[src/rtl/dmem_port_arbiter.sv]
// Single-port data-memory scheduler: in-order store buffer plus load path,
// one registered command per cycle, loads blocked on same-word buffered stores.
module dmem_port_arbiter #(
  parameter int unsigned SB_DEPTH   = 4,
  parameter int unsigned STARVE_MAX = 3
) (
  input  logic                          clk,
  input  logic                          reset,
  input  logic                          st_valid,
  output logic                          st_ready,
  input  logic [31:0]                   st_addr,
  input  logic [31:0]                   st_data,
  input  logic                          st_sh,
  input  logic [4:0]                    st_rob,
  input  logic                          ld_valid,
  output logic                          ld_ready,
  input  logic [31:0]                   ld_addr,
  input  logic [2:0]                    ld_func3,
  input  logic [6:0]                    ld_pd,
  input  logic [4:0]                    ld_rob,
  input  logic                          flush,
  output logic                          mem_we,
  output logic                          mem_re,
  output logic [31:0]                   mem_addr,
  output logic [31:0]                   mem_wdata,
  output logic                          mem_sh,
  output logic [2:0]                    mem_func3,
  output logic [6:0]                    mem_pd,
  output logic [4:0]                    mem_rob,
  output logic [$clog2(SB_DEPTH+1)-1:0] sb_count,
  output logic                          idle
);

  localparam int unsigned CW = $clog2(SB_DEPTH + 1);
  localparam int unsigned PW = $clog2(SB_DEPTH);
  localparam int unsigned SW = $clog2(STARVE_MAX + 1);

  logic [31:0]   sb_addr [SB_DEPTH];
  logic [31:0]   sb_data [SB_DEPTH];
  logic          sb_sh   [SB_DEPTH];
  logic [4:0]    sb_rob  [SB_DEPTH];
  logic [PW-1:0] wr_ptr;
  logic [PW-1:0] rd_ptr;
  logic [CW-1:0] count;
  logic [SW-1:0] starve_cnt;

  logic push;
  logic hazard;
  logic st_grant;
  logic ld_grant;
  logic empty;
  logic full;

  assign empty    = (count == '0);
  assign full     = (count == CW'(SB_DEPTH));
  assign st_ready = !full;
  assign push     = st_valid && st_ready;
  assign sb_count = count;
  assign idle     = empty && !mem_we && !mem_re;
  assign ld_ready = ld_grant;

  // Word-address match of the load against every live entry and the incoming store
  always_comb begin
    logic [PW-1:0] offs;
    hazard = push && (st_addr[31:2] == ld_addr[31:2]);
    for (int i = 0; i < SB_DEPTH; i++) begin
      offs = PW'(i) - rd_ptr;
      if ((CW'(offs) < count) && (sb_addr[i][31:2] == ld_addr[31:2])) begin
        hazard = 1'b1;
      end
    end
  end

  // Grant decision: drain the head when forced or when no load competes
  always_comb begin
    st_grant = 1'b0;
    ld_grant = 1'b0;
    if (!empty && (flush || full || hazard ||
                   (starve_cnt == SW'(STARVE_MAX)) || !ld_valid)) begin
      st_grant = 1'b1;
    end else if (!flush && ld_valid && !hazard) begin
      ld_grant = 1'b1;
    end
  end

  // Store buffer payload storage; contents are meaningless outside the live window
  always_ff @(posedge clk) begin
    if (push) begin
      sb_addr[wr_ptr] <= st_addr;
      sb_data[wr_ptr] <= st_data;
      sb_sh[wr_ptr]   <= st_sh;
      sb_rob[wr_ptr]  <= st_rob;
    end
  end

  // FIFO pointers, occupancy and load-starvation counter
  always_ff @(posedge clk) begin
    if (!reset) begin
      wr_ptr     <= '0;
      rd_ptr     <= '0;
      count      <= '0;
      starve_cnt <= '0;
    end else begin
      if (push)     wr_ptr <= wr_ptr + PW'(1);
      if (st_grant) rd_ptr <= rd_ptr + PW'(1);
      count <= count + CW'(push) - CW'(st_grant);
      if (st_grant || flush || empty) begin
        starve_cnt <= '0;
      end else if (ld_grant && (starve_cnt != SW'(STARVE_MAX))) begin
        starve_cnt <= starve_cnt + SW'(1);
      end
    end
  end

  // Command register toward the memory port; unused fields hold their last value
  always_ff @(posedge clk) begin
    if (!reset) begin
      mem_we    <= 1'b0;
      mem_re    <= 1'b0;
      mem_addr  <= '0;
      mem_wdata <= '0;
      mem_sh    <= 1'b0;
      mem_func3 <= '0;
      mem_pd    <= '0;
      mem_rob   <= '0;
    end else begin
      mem_we <= st_grant;
      mem_re <= ld_grant;
      if (st_grant) begin
        mem_addr  <= sb_addr[rd_ptr];
        mem_wdata <= sb_data[rd_ptr];
        mem_sh    <= sb_sh[rd_ptr];
        mem_rob   <= sb_rob[rd_ptr];
      end else if (ld_grant) begin
        mem_addr  <= ld_addr;
        mem_func3 <= ld_func3;
        mem_pd    <= ld_pd;
        mem_rob   <= ld_rob;
      end
    end
  end

endmodule

[config.mk]
export PLATFORM = sky130hd
export DESIGN_NAME = dmem_port_arbiter
export DESIGN_NICKNAME = d
export VERILOG_FILES = /design/src/rtl/dmem_port_arbiter.sv
export SDC_FILE = /design/constraint.sdc
export NUM_CORES = 1
export LEC_CHECK = 0
export BUFFER_PORTS_ARGS = -buffer_cell sky130_fd_sc_hd__buf_4
export CORE_UTILIZATION = 45
export DETAILED_ROUTE_END_ITERATION = 10
export PLACE_DENSITY_LB_ADDON = 0.1
export SYNTH_ARGS = -nofsm -noshare
export SYNTH_HDL_FRONTEND = slang
export SYNTH_SLANG_ARGS = --single-unit
export TNS_END_PERCENT = 100
[constraint.sdc]
create_clock -name clk -period 4.7 [get_ports clk]
set_clock_uncertainty 0.05 [all_clocks]
set_input_delay 0.47 -clock clk [delete_from_list [all_inputs] [get_ports clk]]
set_output_delay 0.47 -clock clk [all_outputs]
set_load 0.005 [all_outputs]
## Yosys cells after proc, flatten, opt, wreduce, memory -nomap -nowiden

Memories as Yosys holds them, arrays and structs flattened. A register that Yosys moved wholly into a read port is not among the register bits.
Index checks and enable logic that the tools add are counted.

| word-level totals | value |
|---|---|
| bits in registers | 58 |
| bits in writable memories | 280 |
| input bits | 122 |
| output and inout port bits | 88 |
| logic and storage cells | 85 |
| memories | 4 |

| cells by class | value |
|---|---|
| $add $sub $neg | 9 |
| order comparisons | 4 |
| equal/unequal tests | 8 |
| multiplexer cells | 17 |
| bitwise logic cells | 2 |
| reductions and logical operators | 31 |

Memories:

| memory | words | bits a word | read ports | clocked after memory_dff | wr ports | RTL line | source |
|---|---|---|---|---|---|---|---|
| sb_addr | 4 | 32 | 5 | 1 | 1 | 38 | `logic [31:0] sb_addr [SB_DEPTH];` |
| sb_data | 4 | 32 | 1 | 1 | 1 | 39 | `logic [31:0] sb_data [SB_DEPTH];` |
| sb_rob | 4 | 5 | 1 | 1 | 1 | 41 | `logic [4:0] sb_rob [SB_DEPTH];` |
| sb_sh | 4 | 1 | 1 | 1 | 1 | 40 | `logic sb_sh [SB_DEPTH];` |

Operators with widths:

| kind | count |
|---|---|
| $eq 30x30->1 | 5 |
| $mux 32 | 2 |
| $logic_and 1x1->1 | 12 |
| $lt 2x3->1 | 4 |
| $mux 5 | 2 |
| $logic_not 1->1 | 9 |
| $mux 1 | 9 |
| $mux 2 | 4 |
| $add 2x1->2 const B | 3 |
| $logic_or 1x1->1 | 6 |
| $sub 1x2->2 const A | 2 |
| $sub 2x2->2 const A | 2 |
| $add 3x1->3 | 1 |
| $eq 3x3->1 const B | 1 |
| $logic_not 3->1 | 1 |
| $sub 3x1->3 | 1 |
| $eq 2x2->1 const B | 1 |
| $ne 2x2->1 const B | 1 |
| $not 1->1 | 2 |
| $reduce_and 2->1 | 1 |
| $reduce_bool 2->1 | 1 |
| $reduce_or 2->1 | 1 |

## Longest topological paths before layout

Gate-level depths: netlist of the first run.

| logic depth | value |
|---|---|
| depth after elaboration | 16 |
| depth in mapped cells | 21 |
| gate-level depth less buffers | 17 |

## Worst setup path after synthesis of the first run

Ideal clock, no wire load.

| path | value |
|---|---|
| path type | reg-to-reg |
| from | reg rd_ptr[0] |
| to | reg count[2] (netlist: sb_count[2]) |
| library setup time | 117 ps |
| arrival time | 3639 ps |
| required time | 4533 ps |
| path slack | 894 ps |
| stages on the path, launching flop included | 20 |
| buffers on the path | 4 |
| period minus slack after synthesis | 3806 ps |
| path through | dfxtp_1 > buf_2 > buf_1 > xnor2_1 > ha_1 > inv_1 > o2111ai_1 > a2111oi_2 > nor3_1 > a21o_2 > buf_6 > inv_6 > buf_6 > ha_1 > inv_1 > ha_1 > fa_1 > xnor2_1 > xnor2_1 > nor2_1 |

| on the way | value |
|---|---|
| longest elaborated chain between the ends | 13 |
| elaborated cells on any way between the ends | 22 |
| classes of those cells | 5 x add/sub; 4 x order compare; 5 x mux; 8 x reduce/logical |

RTL lines:

| item | RTL line | source |
|---|---|---|
| start, declared | 43 | `logic [PW-1:0] rd_ptr;` |
| start signal, assigned | 105 | `if (st_grant) rd_ptr <= rd_ptr + PW'(1);` |
| $sub 1x2->2 | 67 | `offs = PW'(i) - rd_ptr;` |
| $lt 2x3->1 | 68 | `if ((CW'(offs) < count) && (sb_addr[i][31:2] == ld_addr[31:2])) begin` |
| $logic_and 1x1->1 | 68 |  |
| $mux 1 (3 in a row) | 68 |  |
| $mux 1 * | 68 |  |
| $logic_or 1x1->1 * (2 in a row) | 78 | `if (!empty && (flush \|\| full \|\| hazard \|\|` |
| $logic_or 1x1->1 * | 79 | `(starve_cnt == SW'(STARVE_MAX)) \|\| !ld_valid)) begin` |
| $logic_and 1x1->1 * | 78 |  |
| $mux 1 * | 78 |  |
| named net st_grant | 49 | `logic st_grant;` |
| $sub 3x1->3 * | 106 | `count <= count + CW'(push) - CW'(st_grant);` |
| end signal, assigned | 106 |  |
| end, declared | 44 | `logic [CW-1:0] count;` |

The timed path passes the listed nets; every way through them passes the cells marked *.
A chain may end at the register's enable or synchronous reset.

==> flow_metrics.env, run 1 <==
export IMPL_synthesis_nets=1191
export IMPL_synth_area_leaders="edfxtp_1 (52%), dfxtp_1 (12%), mux4_2 (9.8%)"
export IMPL_synth_edff_count=280
export IMPL_synthTopCellsByCount="edfxtp_1 (280), nand2_1 (102), xnor2_1 (99)"
export IMPL_area_delta_synth_final_pct=19.26
export IMPL_hpwl_um=26290
export IMPL_grt_overflow_total=0
export IMPL_min_to="sb_rob[1][4]"
export IMPL_regToRegSetupSlack_ns=1.11
export IMPL_worst_pin_slew_ns=1.035
export IMPL_slew_viol_final=0
export IMPL_max_cap_violations=0
export IMPL_rsz0062_at_grt="false"
export IMPL_startpoint_type="register"
export IMPL_cp_arrival_ns=3.21
export IMPL_n_antenna_cell=0
export IMPL_multi_input_area_mm2=0.005246
export IMPL_setup_viol=0
export IMPL_cts_sinks=373
export IMPL_yosysWarnings=0
export IMPL_synthSimpleGateAreaFrac=0.06288
export IMPL_synthesis_area_mm2=0.01606
export IMPL_fin_crit_ns=3.729
export IMPL_post_cts_buffers=0
export IMPL_synthAdderAreaFrac=0.009818
export IMPL_drtPass1Iterations=5
export IMPL_pwr_density_cell_mw_per_mm2=536.7
export IMPL_design_area_mm2=0.01915
export IMPL_dr_wl_met3_um=3486
export IMPL_nets=1372
export IMPL_hold_violations=0
export IMPL_synth_avg_cell_area_um2=15.19
export IMPL_yosysTopAreaCell="edfxtp_1"
export IMPL_async_reset_ff_frac=0
export IMPL_yosysSeqAreaShare=0.6396
export IMPL_viasPerCell=5.461
export IMPL_placed_cells=1649
export IMPL_regArea_mm2=0.01027
export IMPL_ys_flop_type="edfxtp_1"
export IMPL_die_area_mm2=0.03644
export IMPL_status="finished, final reports clean"
export IMPL_synthXorXnorAreaFrac=0.08455
export IMPL_fin_cells=1727
export IMPL_drt_iter0_drc=704
export IMPL_die_h_um=190.9
export IMPL_drcViolationCount=0
export IMPL_synth_seq_cells=373
export IMPL_placed_area_mm2=0.01783
export IMPL_crit_path_top_delay_cell="nor4_2"
export IMPL_top_layer_used="met5"
export IMPL_wl_met1_um=17840
export IMPL_r2r_end="sb_count[2]"
export IMPL_dr_total_vias=9432
export IMPL_pwr_share_clk=0.305
export IMPL_start_util=0.4614
export IMPL_antenna_found_initial=1
export IMPL_fmax_mhz=268.2
export IMPL_synth_mux_area_fraction=0.1181
export IMPL_p_leak_nw=6.692
export IMPL_htree_levels=2
export IMPL_fin_crit_sh=0.7935
export IMPL_r2r_cells=14
export IMPL_cts_tree="yes"
export IMPL_synth_compound_area_frac=0.04972
export IMPL_drtAntennaViolNets=0
export IMPL_reg2reg_from="sb_count[2]"
export IMPL_critical_path_required_ns=4.18
export IMPL_io_pins=210
export IMPL_ir_drop_uv=376.8
export IMPL_cts_hold_fix_buffers=0
export IMPL_numCtsBuffers=42
export IMPL_yosysTopAreaCellShare=0.5236
export IMPL_path_cells="xor2_1, nor4_2, nand4_1, a2111oi_2, nor3_1, and3_4, o21ai_4, inv_2, buf_4"
export IMPL_wl_per_cell_um=23.46
export IMPL_p_sw_mw=2.999
export IMPL_syn_instance_count=1057
export IMPL_drive_gt1_frac=0.2925
export IMPL_grt_pass1_wl_um=60240
export IMPL_synth_most_common_cell="edfxtp_1"
export IMPL_min_delay_start="st_rob[4]"
export IMPL_routabilityCongestion=0.9036
export IMPL_track_usage=0.2257
export IMPL_dieWidth_um=190.9
export IMPL_crit_fanout=16
export IMPL_p_seq_frac=0.430
export IMPL_first_global_vias=9563
export IMPL_pwr_share_comb=0.265
export IMPL_core_mm2=0.03480
export IMPL_ctsResizeCount=0
export IMPL_clk_pin_slew_ns=0.06
export IMPL_internal_power_mw=7.279
export IMPL_worst_setup_path_type="register to output port"
export IMPL_swShare=0.2918
export IMPL_cpPeakStageDelay_ns=0.42
export IMPL_max_slew_margin=0.3099
export IMPL_synth_cell_types=49
export IMPL_min_path_type="primary input to register"
export IMPL_wl_um=40520
export IMPL_port_buffers=209
export IMPL_fin_tns_setup_ns=0
export IMPL_wl_met2_um=18420
export IMPL_synth_top_family_by_area="multiplexers"
export IMPL_num_rows=68
export IMPL_fillers=2909
export IMPL_clk_path_buf_depth=3
export IMPL_whs_ns=0.07791
export IMPL_cp_end_kind="output port"
export IMPL_cts_root_buf="clkbuf_16"
export IMPL_clock_latency_ns=0.54
export IMPL_holdPathStages=1
export IMPL_grt_start_max_net_pins=83
==> critical path: cells and delay by family (launching register included) <==
family          cells  cell delay [ns]
simple gates        4             0.90
compound gates      2             0.64
xor+xnor            1             0.18
buf+inv             2             0.55
flops               1             0.41
==> stage by stage <==
| stage | power [mW] | util | setup slack [ns] |
|---|---|---|---|
| 5_1_grt | 10.77 | 0.5503 | 0.7889 |
| 6_report | 10.28 | 0.5503 | 0.9708 |
| 3_5_place_dp | 7.259 | 0.5124 | 1.102 |
| 2_1_floorplan | 6.180 | - | 0.8942 |
| 4_1_cts | 10.41 | 0.5503 | 0.9682 |
| 3_3_place_gp | 7.246 | 0.5124 | 1.131 |
==> how the worst max path moves through the flow <==
stage                         startpoint     endpoint  cells past startpoint
final                     sb_addr[1][12]     ld_ready                      9
after global routing       sb_addr[2][3]     ld_ready                      9
after CTS                 sb_addr[1][12]     ld_ready                      9
after global placement        ld_addr[3]  sb_count[2]                     15
after detailed placement     ld_addr[12]  sb_count[2]                     15
after floorplan                rd_ptr[0]  sb_count[2]                     19
==> routing by layer <==
metal,track usage,vias to the layer above
li1,-,4332
met2,0.3425,319
met4,0.05477,2
met1,0.3217,4729
met5,0,-
met3,0.06132,50
==> state kept, by name, indices dropped and copies added, names as in the netlist, named ones only <==
name and count:
mem_pd 7, mem_re 1, mem_rob 5, mem_func3 3, mem_wdata 32, sb_sh 4, sb_data 128, sb_rob 20
mem_sh 1, sb_addr 128, mem_addr 32, mem_we 1, rd_ptr 2, starve_cnt 2, sb_count 3, wr_ptr 2
==> power groups by stage <==
stage / Combinational [mW] / Clock, mW / Sequential, mW
6_report: 2.72 / 3.14 / 4.42
5_1_grt: 2.95 / 3.33 / 4.49
4_1_cts: 2.78 / 3.20 / 4.43
3_5_place_dp: 2.77 / 0 / 4.49
3_3_place_gp: 2.76 / 0 / 4.48
2_1_floorplan: 1.78 / 0 / 4.40
==> final cells by class <==
type                       instances  share of cell area
multi-input combinational        581              0.2740
timing repair buffer             222             0.08703
clock inverter                    17            0.009278
tap                              455             0.02973
inverter                          18            0.003790
sequential                       373              0.5366
clock buffer                      61             0.05965
==> cells in the final DEF (no fill, tap or decap), types with 5 or more instances in the layout <==
cell type / Yosys / final
a21oi_1: 7 / 7
a31o_1: 19 / 19
and3_4: 1 / 5
buf_4: 5 / 222
clkbuf_1: 28 / 17
clkbuf_16: 0 / 42
clkinv_1: 1 / 5
clkinv_2: 0 / 6
dfxtp_1: 93 / 89
edfxtp_1: 280 / 280
ha_1: 11 / 11
inv_1: 15 / 15
mux2i_1: 32 / 32
mux4_2: 70 / 70
nand2_1: 102 / 102
nand3_1: 40 / 40
nand4_1: 21 / 21
nor2_1: 7 / 7
nor3_1: 7 / 7
nor4_1: 15 / 15
o21ai_1: 31 / 31
o221a_1: 13 / 13
o31a_1: 14 / 14
xnor2_1: 99 / 99
xor2_1: 56 / 56
==> cell families (layout without fill, tap and decap cells) <==
group,after synthesis,after routing
fa+ha+maj,12,12
mux,102,102
flops,373,373
compound gates,102,102
simple gates,210,210
xor+xnor,155,155
buf+inv,103,318
No activity file was read; power rests on OpenSTA's default activity.
==> run 2, diff against run 1 <==
==> constraint.sdc (replaced) <==
create_clock -name clk -period 3.9 [get_ports clk]
set_clock_uncertainty 0.05 [all_clocks]
set_input_delay 0.39 -clock clk [delete_from_list [all_inputs] [get_ports clk]]
set_output_delay 0.39 -clock clk [all_outputs]
set_load 0.005 [all_outputs]
==> run 2 against run 1 <==
Worst setup slack lost 0.81 ns. Register-to-register slack lost 0.52 ns. Global-route usage increased by 0.31 points. Sequential power rose by 20%. Core utilization grew 1.2 points. Highest routed layer unchanged. Cell count up 2.1%. Clock power increased by 24%. Count of clock-buffer cells in the layout down 2. Power rose by 22%. Final area grew 2.2%. Combinational power rose by 25%.
==> flow_metrics.env, run 2 (synthesis gave the netlist of run 1 again) <==
export IMPL_cts_tree="yes"
export IMPL_post_place_ws_ns=0.4666
export IMPL_nets=1406
export IMPL_reg2reg_from="sb_addr[1][29]"
export IMPL_worst_setup_path_type="register to output port"
export IMPL_r2r_end="sb_count[2]"
export IMPL_cts_sinks=373
export IMPL_startpoint_type="register"
export IMPL_fin_ws_ns=0.1594
export IMPL_fin_crit_ns=3.741
export IMPL_die_h_um=190.9
export IMPL_numCtsBuffers=41
export IMPL_worst_pin_slew_ns=0.9436
export IMPL_grt_pass1_wl_um=61050
export IMPL_drtPass1Iterations=5
export IMPL_fmax_mhz=267.3
export IMPL_antenna_found_initial=4
export IMPL_cts_root_buf="clkbuf_16"
export IMPL_grt_start_max_net_pins=83
export IMPL_port_buffers=209
export IMPL_setup_viol=0
export IMPL_fillers=2848
export IMPL_critical_path_required_ns=3.46
export IMPL_drt_iter0_drc=710
export IMPL_drtAntennaViolNets=0
export IMPL_die_area_mm2=0.03644
export IMPL_htree_levels=2
export IMPL_placed_cells=1653
export IMPL_placed_area_mm2=0.01791
export IMPL_clock_latency_ns=0.53
export IMPL_clk_path_buf_depth=3
export IMPL_grt_overflow_total=0
export IMPL_io_pins=210
export IMPL_drcViolationCount=0
export IMPL_cp_endpoint="ld_ready"
export IMPL_track_usage=0.2287
export IMPL_reg_top3="sb_addr: 128 flops, sb_data: 128 flops"
export IMPL_dieWidth_um=190.9
export IMPL_p_leak_nw=6.866
export IMPL_design_area_mm2=0.01958
export IMPL_hpwl_um=26930
export IMPL_min_path_type="primary input to register"
export IMPL_r2r_cells=14
export IMPL_ir_drop_uv=360.5
export IMPL_drive_gt1_frac=0.2874
export IMPL_crit_fanout=16
export IMPL_first_global_vias=9578
export IMPL_max_cap_violations=0
export IMPL_max_slew_margin=0.3709
export IMPL_cp_arrival_ns=3.30
export IMPL_post_cts_buffers=0
export IMPL_fin_tns_setup_ns=0
export IMPL_cp_end_kind="output port"
export IMPL_status="finished, final reports clean"
export IMPL_viasPerCell=5.458
export IMPL_layout_commonest_cell="edfxtp_1"
export IMPL_wl_per_cell_um=23.38
export IMPL_slew_viol_final=0
export IMPL_area_delta_synth_final_pct=21.91
export IMPL_wl_um=41220
export IMPL_core_mm2=0.03480
export IMPL_routabilityCongestion=0.9041
export IMPL_regToRegSetupSlack_ns=0.59
export IMPL_fin_cells=1763
export IMPL_num_rows=68
export IMPL_fin_crit_sh=0.9591
export IMPL_clk_pin_slew_ns=0.06
export IMPL_layout_common_cells="edfxtp_1 (280), buf_4 (222), nand2_1 (102)"
export IMPL_rsz0062_at_grt="false"
export IMPL_final_util=0.5625
export IMPL_dr_total_vias=9623
export IMPL_start_util=0.4614
export IMPL_hold_violations=0
export IMPL_crit_path_start="sb_addr[1][29]"
export IMPL_pwr_density_cell_mw_per_mm2=642.7
[run 2: cell types whose count changed in the layout (fill, tap and decap cells not counted), sizes merged]
cell / delta
dlygate4sd3: +31
buf: +4
diode: +3
bufinv: +2
clkbuf: -2
clkinv: -1
inv: -1
[run 2: report_power, final]
group / leakage [nW] / internal, mW / switching (mW)
logic: 2.88 / 1.62 / 1.77
clock network: 0.658 / 2.36 / 1.53
registers: 3.33 / 4.95 / 0.343
total: 6.87 / 8.94 / 3.64
[run 2: metal layers]
metal	routed length, um	vias to the layer above	GRT usage
met4	658	2	0.05200
met5	17	-	0
met1	18560	4857	0.3264
li1	-	4410	-
met2	18690	301	0.3482
met3	3303	53	0.06279
[run 2: timing repair]
action | in CTS | in global routing
endpoints found under the hold margin | 91 | 28
resized for setup | 0 | 2
setup endpoints to repair | 0 | 1
hold buffers | 24 | 7
[run 2: final cells by class]
type / count / area (um2) / share of cell area
Multi-Input combinational cell: 581 / 5246 / 0.2680
Antenna cell: 3 / 7.507 / 0.0003835
Clock buffer: 59 / 1136 / 0.05804
Inverter: 18 / 75.07 / 0.003835
Tap cell: 455 / 569.3 / 0.02908
Sequential cell: 373 / 10270 / 0.5249
Timing Repair Buffer: 257 / 2057 / 0.1051
Clock inverter: 17 / 209.0 / 0.01067
[run 2: worst min-delay path by stage]
stage                     slack, ns  cells after the start        endpoint          start
after floorplan                0.36                      1   starve_cnt[0]  starve_cnt[0]
after global placement         0.37                      1   starve_cnt[0]  starve_cnt[0]
after detailed placement       0.37                      1   starve_cnt[0]  starve_cnt[0]
after CTS                   0.00003                      1  sb_data[1][27]    st_data[27]
after global routing          0.002                      1  sb_data[2][29]    st_data[29]
final                          0.02                      1  sb_data[2][29]    st_data[29]
[run 2: through the flow]
stage | hold slack (ns) | total power [mW]
final | 0.02301 | 12.58
after global routing | 0.001746 | 13.18
after CTS | 0.00003136 | 12.71
after detailed placement | 0.3739 | 8.796
after global placement | 0.3657 | 8.772
after floorplan | 0.3552 | 7.448
[run 2: worst max-delay path, stage by stage (launching register included)]
cell       delay, ns
edfxtp_1        0.40
xor2_1          0.17
nor4_1          0.62
nand3_1         0.21
a2111oi_2       0.25
nor3_1          0.14
and3_4          0.29
o21ai_4         0.29
inv_4           0.20
buf_4           0.19
==> run 3, diff against run 2 <==
--- a/config.mk
+++ b/config.mk
@@ -6,7 +6,7 @@
 export NUM_CORES = 1
 export LEC_CHECK = 0
 export BUFFER_PORTS_ARGS = -buffer_cell sky130_fd_sc_hd__buf_4
-export CORE_UTILIZATION = 45
+export CORE_UTILIZATION = 58
 export DETAILED_ROUTE_END_ITERATION = 10
 export PLACE_DENSITY_LB_ADDON = 0.1
 export SYNTH_ARGS = -nofsm -noshare
==> run 3 against run 2 <==
Clock power down 9.5%. Sequential share of layout area is 1.6 points higher. Cell count decreased by 8.5%. Final area is 2.9% lower. Critical path depth did not move. Fmax up 0.90%. Non-clock buffer count shrank 28. Register-to-register slack is essentially flat. Sequential power fell by 0.8%. Core utilization increased by 14 points. Via count increased by 0.43%. Largest cell class unchanged. Highest routed layer is now met4.
==> flow_metrics.env, run 3 (synthesis gave the netlist of run 1 again) <==
export IMPL_cts_root_buf="clkbuf_16"
export IMPL_slew_viol_final=0
export IMPL_startpoint_type="register"
export IMPL_design_area_mm2=0.01900
export IMPL_area_delta_synth_final_pct=18.34
export IMPL_cp_arrival_ns=3.27
export IMPL_hpwl_um=25710
export IMPL_fin_tns_setup_ns=0
export IMPL_clock_latency_ns=0.52
export IMPL_antenna_found_initial=0
export IMPL_core_mm2=0.02703
export IMPL_worst_pin_slew_ns=0.9090
export IMPL_max_slew_margin=0.3940
export IMPL_layout_common_cells="edfxtp_1 (280), buf_4 (224), nand2_1 (102)"
export IMPL_routabilityCongestion=0.9708
export IMPL_grt_start_max_net_pins=83
export IMPL_start_util=0.5941
export IMPL_die_area_mm2=0.02835
export IMPL_nets=1376
export IMPL_port_buffers=209
export IMPL_post_cts_buffers=0
export IMPL_rsz0062_at_grt="false"
export IMPL_pwr_density_cell_mw_per_mm2=639.8
export IMPL_io_pins=210
export IMPL_power_mw=12.16
export IMPL_min_path_type="primary input to register"
export IMPL_grt_overflow_total=0
export IMPL_numCtsBuffers=39
export IMPL_viasPerCell=5.988
export IMPL_critical_path_required_ns=3.46
export IMPL_htree_levels=2
export IMPL_ir_drop_uv=486.0
export IMPL_wl_per_cell_um=24.16
export IMPL_crit_fanout=18
export IMPL_n_antenna_cell=0
export IMPL_clk_pin_slew_ns=0.06
export IMPL_path_cells="inv_1, ha_1, a21oi_1, and3_1, nor3_1, and3_4, o21ai_4, inv_4, buf_4"
export IMPL_grt_pass1_wl_um=58670
export IMPL_track_usage=0.2804
export IMPL_cp_end_kind="output port"
export IMPL_final_util=0.7031
export IMPL_first_global_vias=9529
export IMPL_die_h_um=168.4
export IMPL_cpPeakStageDelay_ns=0.50
export IMPL_max_cap_violations=0
export IMPL_wl_um=39000
export IMPL_dieWidth_um=168.4
export IMPL_status="finished, final reports clean"
export IMPL_fin_crit_sh=0.9506
export IMPL_drtPass1Iterations=7
export IMPL_reg_top3="sb_addr: 128 flops, sb_data: 128 flops"
export IMPL_hold_violations=0
export IMPL_drtAntennaViolNets=0
export IMPL_drive_gt1_frac=0.2938
export IMPL_setup_viol=0
export IMPL_drcViolationCount=0
export IMPL_fin_crit_ns=3.707
export IMPL_cts_sinks=373
export IMPL_num_rows=60
export IMPL_p_leak_nw=6.691
export IMPL_cts_tree="yes"
export IMPL_worst_setup_path_type="register to output port"
export IMPL_dr_total_vias=9664
export IMPL_drt_iter0_drc=935
export IMPL_crit_path_top_delay_cell="dfxtp_1"
export IMPL_placed_area_mm2=0.01775
export IMPL_fmax_mhz=269.7
export IMPL_clk_path_buf_depth=3
export IMPL_layout_commonest_cell="edfxtp_1"
export IMPL_whs_ns=0.02104
==> run 3: changes by cell type in the layout (fill, tap and decap cells not counted), moves of 2 or more <==
cell           before  now
diode_2             3    0
bufinv_16           5    0
clkbuf_16          43   40
clkinv_2            7    5
dlygate4sd3_1      31    2
buf_4             222  224
clkinv_1            5    2
clkbuf_8            0    8
==> run 3: repair_timing <==
action / CTS / global route
hold buffers: 2 / 0
endpoints found under the setup margin: 0 / 1
endpoints found under the hold margin: 6 / 0
resized for setup: 0 / 2
==> run 3: path summary, 6_finish.rpt <==
check / from / to / slack, ns / cells past startpoint
setup reg to reg: sb_count[1] / sb_count[2] / 0.59 / 14
hold reg to reg: starve_cnt[0] / starve_cnt[0] / 0.38 / 1
hold / removal: st_data[28] / sb_data[1][28] / 0.02 / 1
setup / recovery: sb_count[1] / ld_ready / 0.19 / 9
==> run 3: through the flow <==
stage                     instances  worst slack (ns)
after global routing           1614           0.01384
after floorplan                1057           0.09415
after detailed placement       1540            0.6064
after CTS                      1614           0.09022
after global placement         1540            0.6005
final                          1614            0.1927
==> run 3: routing by layer <==
layer	wire length (um)	share of wire	vias up	track usage
met3	3884	0.10	56	0.07240
met4	768	0.020	0	0.07194
met5	0	0	-	0
met1	16220	0.42	4812	0.3997
met2	18130	0.46	448	0.4328
li1	-	-	4348	-
==> run 3: layout make-up <==
cell class	instances	area [um2]
multi-input cells	581	5240
repair buffers	229	1762
inverters	18	75.07
clock inverters	8	53.80
flip-flops and latches	373	10270
fillers	1881	8024
well taps	341	426.7
clock buffers	64	1171
==> run 3: worst max-delay path: cells and delay by family, from the launching register on <==
family | cells | cell delay [ns]
AOI/OAI and AO/OA | 2 | 0.33
adders and majority gates | 1 | 0.35
buffers and inverters | 3 | 0.60
DFF | 1 | 0.50
and+or+nand+nor | 3 | 0.95
==> run 3: power breakdown <==
group / switching [mW] / total (mW) / internal, mW / leakage [nW]
clock network: 1.46 / 3.52 / 2.06 / 0.602
registers: 0.309 / 5.26 / 4.95 / 3.33
logic: 1.78 / 3.38 / 1.61 / 2.76
total: 3.54 / 12.2 / 8.61 / 6.69
